$ cat src/rtl/dmem_arbiter_if.sv
// Bus bundle for the data-memory arbiter: core port, host port and RAM port.
// The arbiter takes the slave view; the surrounding top level takes master.
interface dmem_arbiter_if #(
    parameter int AW = 17,
    parameter int DW = 17
);
    logic          core_req;
    logic          core_we;
    logic [AW-1:0] core_addr;
    logic [DW-1:0] core_wdata;
    logic [DW-1:0] core_rdata;
    logic          core_stall;

    logic          host_req;
    logic          host_we;
    logic [AW-1:0] host_addr;
    logic [DW-1:0] host_wdata;
    logic [DW-1:0] host_rdata;
    logic          host_ack;

    logic          mem_we;
    logic [AW-1:0] mem_addr;
    logic [DW-1:0] mem_wdata;
    logic [DW-1:0] mem_rdata;

    modport slave (
        input  core_req, core_we, core_addr, core_wdata,
        output core_rdata, core_stall,
        input  host_req, host_we, host_addr, host_wdata,
        output host_rdata, host_ack,
        output mem_we, mem_addr, mem_wdata,
        input  mem_rdata
    );

    modport master (
        output core_req, core_we, core_addr, core_wdata,
        input  core_rdata, core_stall,
        output host_req, host_we, host_addr, host_wdata,
        input  host_rdata, host_ack,
        input  mem_we, mem_addr, mem_wdata,
        output mem_rdata
    );
endinterface

$ cat src/rtl/dmem_arbiter.sv
// Shares one synchronous-read data RAM between the core and the host port.
// Core has priority; a starvation counter forces a host grant after MAX_WAIT.
module dmem_arbiter #(
    parameter int AW       = 17,
    parameter int DW       = 17,
    parameter int MAX_WAIT = 4
) (
    input logic          clk,
    input logic          reset,
    dmem_arbiter_if.slave bus
);
    typedef enum logic [1:0] {
        IDLE,
        C_RD,
        H_RD
    } state_e;

    localparam int WW = $clog2(MAX_WAIT + 1);
    localparam logic [WW-1:0] WAIT_MAX = WW'(MAX_WAIT);

    state_e        state_q, state_d;
    logic [WW-1:0] wait_q, wait_d;
    logic          host_ack_q, host_ack_d;
    logic [DW-1:0] host_rdata_q, host_rdata_d;

    logic          host_starved;
    logic          core_win;
    logic          host_win;
    logic          core_done;
    logic          mem_we;
    logic [AW-1:0] mem_addr;
    logic [DW-1:0] mem_wdata;
    logic [DW-1:0] core_rdata;
    logic          core_stall;

    always_comb begin
        state_d      = state_q;
        host_ack_d   = 1'b0;
        host_rdata_d = host_rdata_q;
        mem_we       = 1'b0;
        mem_addr     = '0;
        mem_wdata    = '0;
        core_rdata   = '0;
        core_done    = 1'b0;

        host_starved = bus.host_req && (wait_q == WAIT_MAX);
        core_win     = (state_q == IDLE) && bus.core_req && !host_starved;
        host_win     = (state_q == IDLE) && bus.host_req && !core_win;

        unique case (state_q)
            IDLE: begin
                if (core_win) begin
                    mem_we    = bus.core_we;
                    mem_addr  = bus.core_addr;
                    mem_wdata = bus.core_wdata;
                    core_done = bus.core_we;
                    if (!bus.core_we) state_d = C_RD;
                end else if (host_win) begin
                    mem_we    = bus.host_we;
                    mem_addr  = bus.host_addr;
                    mem_wdata = bus.host_wdata;
                    if (bus.host_we) host_ack_d = 1'b1;
                    else             state_d    = H_RD;
                end
            end
            C_RD: begin
                core_rdata = bus.mem_rdata;
                core_done  = 1'b1;
                state_d    = IDLE;
            end
            H_RD: begin
                host_rdata_d = bus.mem_rdata;
                host_ack_d   = 1'b1;
                state_d      = IDLE;
            end
            default: state_d = IDLE;
        endcase

        core_stall = bus.core_req && !core_done;

        // Waiting counts every cycle the host is refused, read phases included.
        if (!bus.host_req || host_win) wait_d = '0;
        else if (wait_q != WAIT_MAX)   wait_d = wait_q + 1'b1;
        else                           wait_d = wait_q;

        if (reset) begin
            mem_we     = 1'b0;
            mem_addr   = '0;
            mem_wdata  = '0;
            core_rdata = '0;
            core_stall = bus.core_req;
        end
    end

    always_ff @(posedge clk) begin
        if (reset) begin
            state_q      <= IDLE;
            wait_q       <= '0;
            host_ack_q   <= 1'b0;
            host_rdata_q <= '0;
        end else begin
            state_q      <= state_d;
            wait_q       <= wait_d;
            host_ack_q   <= host_ack_d;
            host_rdata_q <= host_rdata_d;
        end
    end

    assign bus.mem_we     = mem_we;
    assign bus.mem_addr   = mem_addr;
    assign bus.mem_wdata  = mem_wdata;
    assign bus.core_rdata = core_rdata;
    assign bus.core_stall = core_stall;
    assign bus.host_ack   = host_ack_q;
    assign bus.host_rdata = host_rdata_q;
endmodule

$ cat src/flat_wrapper.sv
// flat-port wrapper written by rule: the top's interface ports become plain ports
module dmem_arbiter_flat 
#(
    parameter int AW       = 17,
    parameter int DW       = 17,
    parameter int MAX_WAIT = 4
)
  (clk, reset, bus_core_req, bus_core_we, bus_core_addr, bus_core_wdata, bus_core_rdata, bus_core_stall, bus_host_req, bus_host_we, bus_host_addr, bus_host_wdata, bus_host_rdata, bus_host_ack, bus_mem_we, bus_mem_addr, bus_mem_wdata, bus_mem_rdata);
  dmem_arbiter_if #(.AW(AW), .DW(DW)) bus_i ();
  input logic clk;
  input logic reset;
  input wire logic [$bits(bus_i.core_req)-1:0] bus_core_req;
  input wire logic [$bits(bus_i.core_we)-1:0] bus_core_we;
  input wire logic [$bits(bus_i.core_addr)-1:0] bus_core_addr;
  input wire logic [$bits(bus_i.core_wdata)-1:0] bus_core_wdata;
  output wire logic [$bits(bus_i.core_rdata)-1:0] bus_core_rdata;
  output wire logic [$bits(bus_i.core_stall)-1:0] bus_core_stall;
  input wire logic [$bits(bus_i.host_req)-1:0] bus_host_req;
  input wire logic [$bits(bus_i.host_we)-1:0] bus_host_we;
  input wire logic [$bits(bus_i.host_addr)-1:0] bus_host_addr;
  input wire logic [$bits(bus_i.host_wdata)-1:0] bus_host_wdata;
  output wire logic [$bits(bus_i.host_rdata)-1:0] bus_host_rdata;
  output wire logic [$bits(bus_i.host_ack)-1:0] bus_host_ack;
  output wire logic [$bits(bus_i.mem_we)-1:0] bus_mem_we;
  output wire logic [$bits(bus_i.mem_addr)-1:0] bus_mem_addr;
  output wire logic [$bits(bus_i.mem_wdata)-1:0] bus_mem_wdata;
  input wire logic [$bits(bus_i.mem_rdata)-1:0] bus_mem_rdata;
  assign bus_i.core_req = bus_core_req;
  assign bus_i.core_we = bus_core_we;
  assign bus_i.core_addr = bus_core_addr;
  assign bus_i.core_wdata = bus_core_wdata;
  assign bus_core_rdata = bus_i.core_rdata;
  assign bus_core_stall = bus_i.core_stall;
  assign bus_i.host_req = bus_host_req;
  assign bus_i.host_we = bus_host_we;
  assign bus_i.host_addr = bus_host_addr;
  assign bus_i.host_wdata = bus_host_wdata;
  assign bus_host_rdata = bus_i.host_rdata;
  assign bus_host_ack = bus_i.host_ack;
  assign bus_mem_we = bus_i.mem_we;
  assign bus_mem_addr = bus_i.mem_addr;
  assign bus_mem_wdata = bus_i.mem_wdata;
  assign bus_i.mem_rdata = bus_mem_rdata;
  dmem_arbiter #(.AW(AW), .DW(DW), .MAX_WAIT(MAX_WAIT)) u_core (.clk(clk), .reset(reset), .bus(bus_i));
endmodule
$ cat config.mk
export PLATFORM = sky130hd
export DESIGN_NAME = dmem_arbiter_flat
export DESIGN_NICKNAME = d
export VERILOG_FILES = /design/src/rtl/dmem_arbiter_if.sv /design/src/rtl/dmem_arbiter.sv /design/src/flat_wrapper.sv
export SDC_FILE = /design/constraint.sdc
export NUM_CORES = 1
export LEC_CHECK = 0
export BUFFER_PORTS_ARGS = -buffer_cell sky130_fd_sc_hd__buf_2
export CAP_MARGIN = 20
export CELL_PAD_IN_SITES_DETAIL_PLACEMENT = 1
export CELL_PAD_IN_SITES_GLOBAL_PLACEMENT = 1
export CORE_MARGIN = 1.5
export CORE_UTILIZATION = 24
export CTS_CLUSTER_SIZE = 25
export DETAILED_ROUTE_END_ITERATION = 12
export PLACE_DENSITY = 0.82
export SYNTH_ARGS = -nofsm -noshare
export SYNTH_HDL_FRONTEND = slang
export SYNTH_SLANG_ARGS = --single-unit
$ cat constraint.sdc
create_clock -name clk -period 4.2 [get_ports clk]
set_clock_uncertainty 0.05 [all_clocks]
set_input_delay 0.42 -clock clk [delete_from_list [all_inputs] [get_ports clk]]
set_output_delay 0.42 -clock clk [all_outputs]
set_load 0.05 [all_outputs]
After elaboration in Yosys (flattened, before gate mapping)
Index checks and enable logic that the tools add are counted.
Operators by class
  add/sub/neg operators: 1
  equality and inequality tests: 6
  muxes and demuxes: 25
  bitwise logic cells: 1
  reductions and logical operators: 16
Operators by type and width (number)
  17-bit two-way mux: 10
  1-bit two-way mux: 9
  2-bit two-way mux: 4
  1-bit logical AND: 6
  1-bit zero test: 4
  1-bit case mux with 2 select lines: 2
  2-bit OR reduction: 2
  3-bit by 1-bit adder with 3-bit output, second input constant: 1
  3-bit equality test, second input constant: 1
  3-bit inequality test, second input constant: 1
  3-bit AND reduction: 1
  2-bit by 1-bit equality test with 1-bit output, second input constant: 1
  2-bit equality test, second input constant: 1
  2-bit zero test: 1
  2-bit by 1-bit inequality test with 1-bit output, second input constant: 1
  2-bit inequality test, second input constant: 1
  2-bit nonzero test: 1
  1-bit logical OR: 1
  1-bit inverter: 1
Storage, ports and cells
  flip-flop bits (word level): 23
  input bits: 91
  output and inout port bits: 71
  word-level logic and storage cells: 53

Depth between registers and ports, before layout
  word-level depth: 10
  depth in mapped cells: 7
  gate-level depth less buffers: 5

Worst setup path before layout
No wires, ideal clock.
  path kind: reg2out
  start: register u_core.wait_q[0]
  end: output port bus_core_stall
  arrival: 2.074 ns
  data required time: 3.730 ns
  path slack: 1.656 ns
  stages on the path, launching flop included: 5
  cell sequence: dfxtp_1 -> inv_1 -> ha_1 -> nand3_2 -> a311oi_1
On the way
  word-level cells in the longest chain between the ends: 9
RTL lines
  start, declared: RTL line dmem_arbiter.sv:22  | logic [WW-1:0] wait_q, wait_d;
  start signal, assigned: RTL line dmem_arbiter.sv:103  | wait_q <= wait_d;
  3-bit equality test: RTL line dmem_arbiter.sv:46  | host_starved = bus.host_req && (wait_q == WAIT_MAX);
  1-bit logical AND: RTL line dmem_arbiter.sv:46
  1-bit zero test: RTL line dmem_arbiter.sv:47  | core_win = (state_q == IDLE) && bus.core_req && !host_starved;
  1-bit logical AND: RTL line dmem_arbiter.sv:47
  1-bit two-way mux: RTL line dmem_arbiter.sv:52  | if (core_win) begin
  1-bit case mux with 2 select lines: RTL line dmem_arbiter.sv:50  | unique case (state_q)
  1-bit zero test: RTL line dmem_arbiter.sv:79  | core_stall = bus.core_req && !core_done;
  1-bit logical AND: RTL line dmem_arbiter.sv:79
  1-bit two-way mux: RTL line dmem_arbiter.sv:86  | if (reset) begin
  end, declared: RTL line flat_wrapper.sv:17  | output wire logic [$bits(bus_i.core_stall)-1:0] bus_core_stall;
No other way between the ends.

Worst setup path after layout
  start: input port bus_host_req
  end: output port bus_core_stall
On the way
  word-level cells in the longest chain between the ends: 8
RTL lines
  start, declared: RTL line flat_wrapper.sv:18  | input wire logic [$bits(bus_i.host_req)-1:0] bus_host_req;
  1-bit logical AND: RTL line dmem_arbiter.sv:46
  1-bit zero test: RTL line dmem_arbiter.sv:47
  1-bit logical AND: RTL line dmem_arbiter.sv:47
  1-bit two-way mux: RTL line dmem_arbiter.sv:52
  1-bit case mux with 2 select lines: RTL line dmem_arbiter.sv:50
  1-bit zero test: RTL line dmem_arbiter.sv:79
  1-bit logical AND: RTL line dmem_arbiter.sv:79
  1-bit two-way mux: RTL line dmem_arbiter.sv:86
No other way between the ends.

==> run_results.csv <==
group,metric,value,unit
floorplanning,ios,162,
cells_and_area,finalNonFillerCells,490,
sta,setup_repair_after_global_routing_missed_its_margin,"no",
cells_and_area,post_route_cells_drive_above_1_share,43.7,%
synthesis,synth-edff-count,0,
pwr,p_int,0.361,mW
placed_design,io_buffers,161,
clock_network,clockBufferDepth,2,
clock_network,holdBufCountCts,0,
synthesis,synthesized_netlist_net_count,349,
synthesis,yosys.cell_count.top_type,"sky130_fd_sc_hd__nand3_1",
pwr,swShare,41.1,%
critical_path,data_required_time_of_the_worst_path,3.73,ns
route,routed-via-count,2412,
sta,totalNegativeSetupSlack,0,ns
route,firstDrtPassIters,4,
synthesis,cell_taking_the_most_area_after_synthesis,"sky130_fd_sc_hd__dfxtp_1",
floorplanning,core,6790,um^2
sta,slew-limit-headroom,34.5,%
clock_network,root_cell_of_the_clock_tree,"sky130_fd_sc_hd__clkbuf_8",
route,wl_per_cell,14.2,um
pwr,leakagePower,1.33,nW
route,wire_length_after_detailed_routing,6.95,mm
sta,layout_setup_ws,1.29,ns
synthesis,synth_seq_cells,23,
placed_design,postPlaceCellArea,2450,um^2
clock_network,cts_tree,"done",
placed_design,routabilityCongestion,0.702,
synthesis,yosys.cell_types.count,28,
synthesis,yosysWarningCount,0,
clock_network,cts-buffers-inserted,3,
sta,setup_violations,0,
sta,report.final.hold_viol_count,0,
route,via_per_inst,4.92,
sta,minimum_clock_period,2.91,ns
cells_and_area,syn_to_final_growth,49.0,%
synthesis,synth_sequential_area_ratio,27.4,%
global_route,pin_count_of_the_biggest_net_entering_global_routing,40,
cells_and_area,final_cell_area,2500,um^2
status,run_status,"completed",
sta,drv_slew,0,
pwr,share_seq_of_total_power,37.2,%
pwr,post-layout-total-power,0.612,mW
sta,max_clock_freq,343,MHz
clock_network,htree_levels,1,
synthesis,syn_area_per_cell,6.56,um^2
pwr,power.switching,0.252,mW
global_route,antenna_violations_before_repair,0,
floorplanning,floorplan.rows,30,
job,drv_cap,0,
route,drc_errors,0,
route,drt_first_iter_violations,41,
critical_path,element_type_at_the_critical_path_start,"primary input",
clock_network,cts_resized,0,
placed_design,dp.cells,486,
pwr,pwr-share-clk,23.0,%
pwr,share_comb_of_total_power,39.8,%
critical_path,path_max_fanout,38,
clock_network,postCtsSetupBuffers,0,
global_route,overflow,0,
cells_and_area,n_antenna_cell,0,
synthesis,synth_commonest_cells,"sky130_fd_sc_hd__nand3_1, sky130_fd_sc_hd__a21oi_1, sky130_fd_sc_hd__nand2_1",
sta,worst_hold_slack,0.277,ns
synthesis,synthArstFlopShare,0,%
global_route,wire_length_of_the_first_global_routing_pass,10.6,mm
synthesis,synthesis.area,1680,um^2
critical_path,setup.worst_path.class,"in -> out",
cells_and_area,layout.core_utilization,36.8,%
critical_path,endpoint_kind,"output port",
synthesis,postSynthCellCount,256,
pwr,powerDensity,245,nW/um^2
synthesis,post_synth_main_area_contributors,"sky130_fd_sc_hd__dfxtp_1, sky130_fd_sc_hd__nand3_1, sky130_fd_sc_hd__a21oi_1, sky130_fd_sc_hd__nand2_1, sky130_fd_sc_hd__and3_1",
sta,post-route-period-util,69.4,%
floorplanning,die_x,86.6,um
clock_network,cts_num_sinks,23,
clock_network,clk_latency_worst_skew_pair,0.27,ns
sta,worst_pin_slew,0.978,ns
global_route,grt.total_usage,17.6,%
worst_hold_path,min_path_type,"in -> reg",
placed_design,setup_ws_pre_cts,1.26,ns
synthesis,dominantRegCellSynth,"sky130_fd_sc_hd__dfxtp_1",
critical_path,arrival_time_at_the_worst_endpoint,2.44,ns
cells_and_area,final_nets,488,
synthesis,synthDominantCellAreaShare,27.4,%
floorplanning,initial_core_util,24.7,%
placed_design,place_hpwl,5.14,mm
clock_network,clk_pin_slew_worst_paths,0.08,ns
floorplanning,die_area,7510,um^2
global_route,first_global_vias,2332,
route,ant_nets_after_route,0,
floorplanning,floorplan.die.height,86.6,um
pwr,vdd_drop_max,0.000159,V
==> worst paths after layout <==
path / start / to / slack (ns) / depth (start not counted)
max: bus_host_req / bus_core_stall / 1.29 / 4
min reg2reg: u_core.bus.host_rdata[10] / u_core.bus.host_rdata[10] / 0.40 / 2
max reg2reg: u_core.state_q[0] / u_core.bus.host_rdata[11] / 2.40 / 3
min: bus_host_we / u_core.state_q[1] / 0.28 / 2
==> placed cells by master (no fill, tap or decap), drive strengths merged, types with 2 or more instances in the layout <==
| cell | count |
|---|---|
| buf | 163 |
| nor2 | 5 |
| and2 | 2 |
| a21oi | 53 |
| nand3 | 70 |
| and3 | 17 |
| nand2 | 38 |
| nor3 | 3 |
| clkbuf | 3 |
| ha | 2 |
| inv | 4 |
| dfxtp | 23 |
==> routing by layer <==
layer | routed length, um | part of all wire, % | global-route usage [%] | up-vias
li1 | - | - | - | 1171
met1 | 2750 | 40 | 19.5 | 1134
met2 | 3450 | 50 | 32.6 | 102
met3 | 670 | 9.6 | 4.95 | 5
met4 | 79 | 1.1 | 4.84 | 0
met5 | 0 | 0 | 0 | -
==> cell type report <==
type	instances	area, um^2
Fill cell	943	4290
Sequential cell	23	460
Clock buffer	3	41.3
Tap cell	96	120
Inverter	4	15.0
Multi-Input combinational cell	200	1030
Clock inverter	1	5.00
Timing Repair Buffer	163	825
==> kinds of logic (layout without fill, tap and decap cells) <==
kind of cell | after synthesis | in the layout | synth area share, %
xor gates and xnor gates | 1 | 1 | 0.522
AOI/OAI and AO/OA | 58 | 58 | 18.9
buffers and inverters | 33 | 171 | 11.0
DFF | 23 | 23 | 27.4
and+or+nand+nor | 139 | 139 | 40.8
adders and majority gates | 2 | 2 | 1.49
==> critical path, stage by stage <==
cell and delay [ns]:
sky130_fd_sc_hd__buf_2 0.53, sky130_fd_sc_hd__nand3_2 0.70, sky130_fd_sc_hd__a311oi_1 0.46, sky130_fd_sc_hd__buf_2 0.32
==> registers in the layout (all words and copies together) (netlist names) <==
register and cells:
u_core.wait_q 3, u_core.state_q 2, u_core.bus.host_rdata 17, u_core.bus.host_ack 1
==> power by group through the flow <==
stage	clock [mW]	combinational, mW	sequential [mW]
2_1_floorplan	0	0.158	0.243
3_3_place_gp	0	0.241	0.232
3_5_place_dp	0	0.245	0.233
4_1_cts	0.144	0.246	0.228
5_1_grt	0.154	0.262	0.229
6_report	0.141	0.244	0.228
Note: power is estimated with default switching activity, not from simulation.
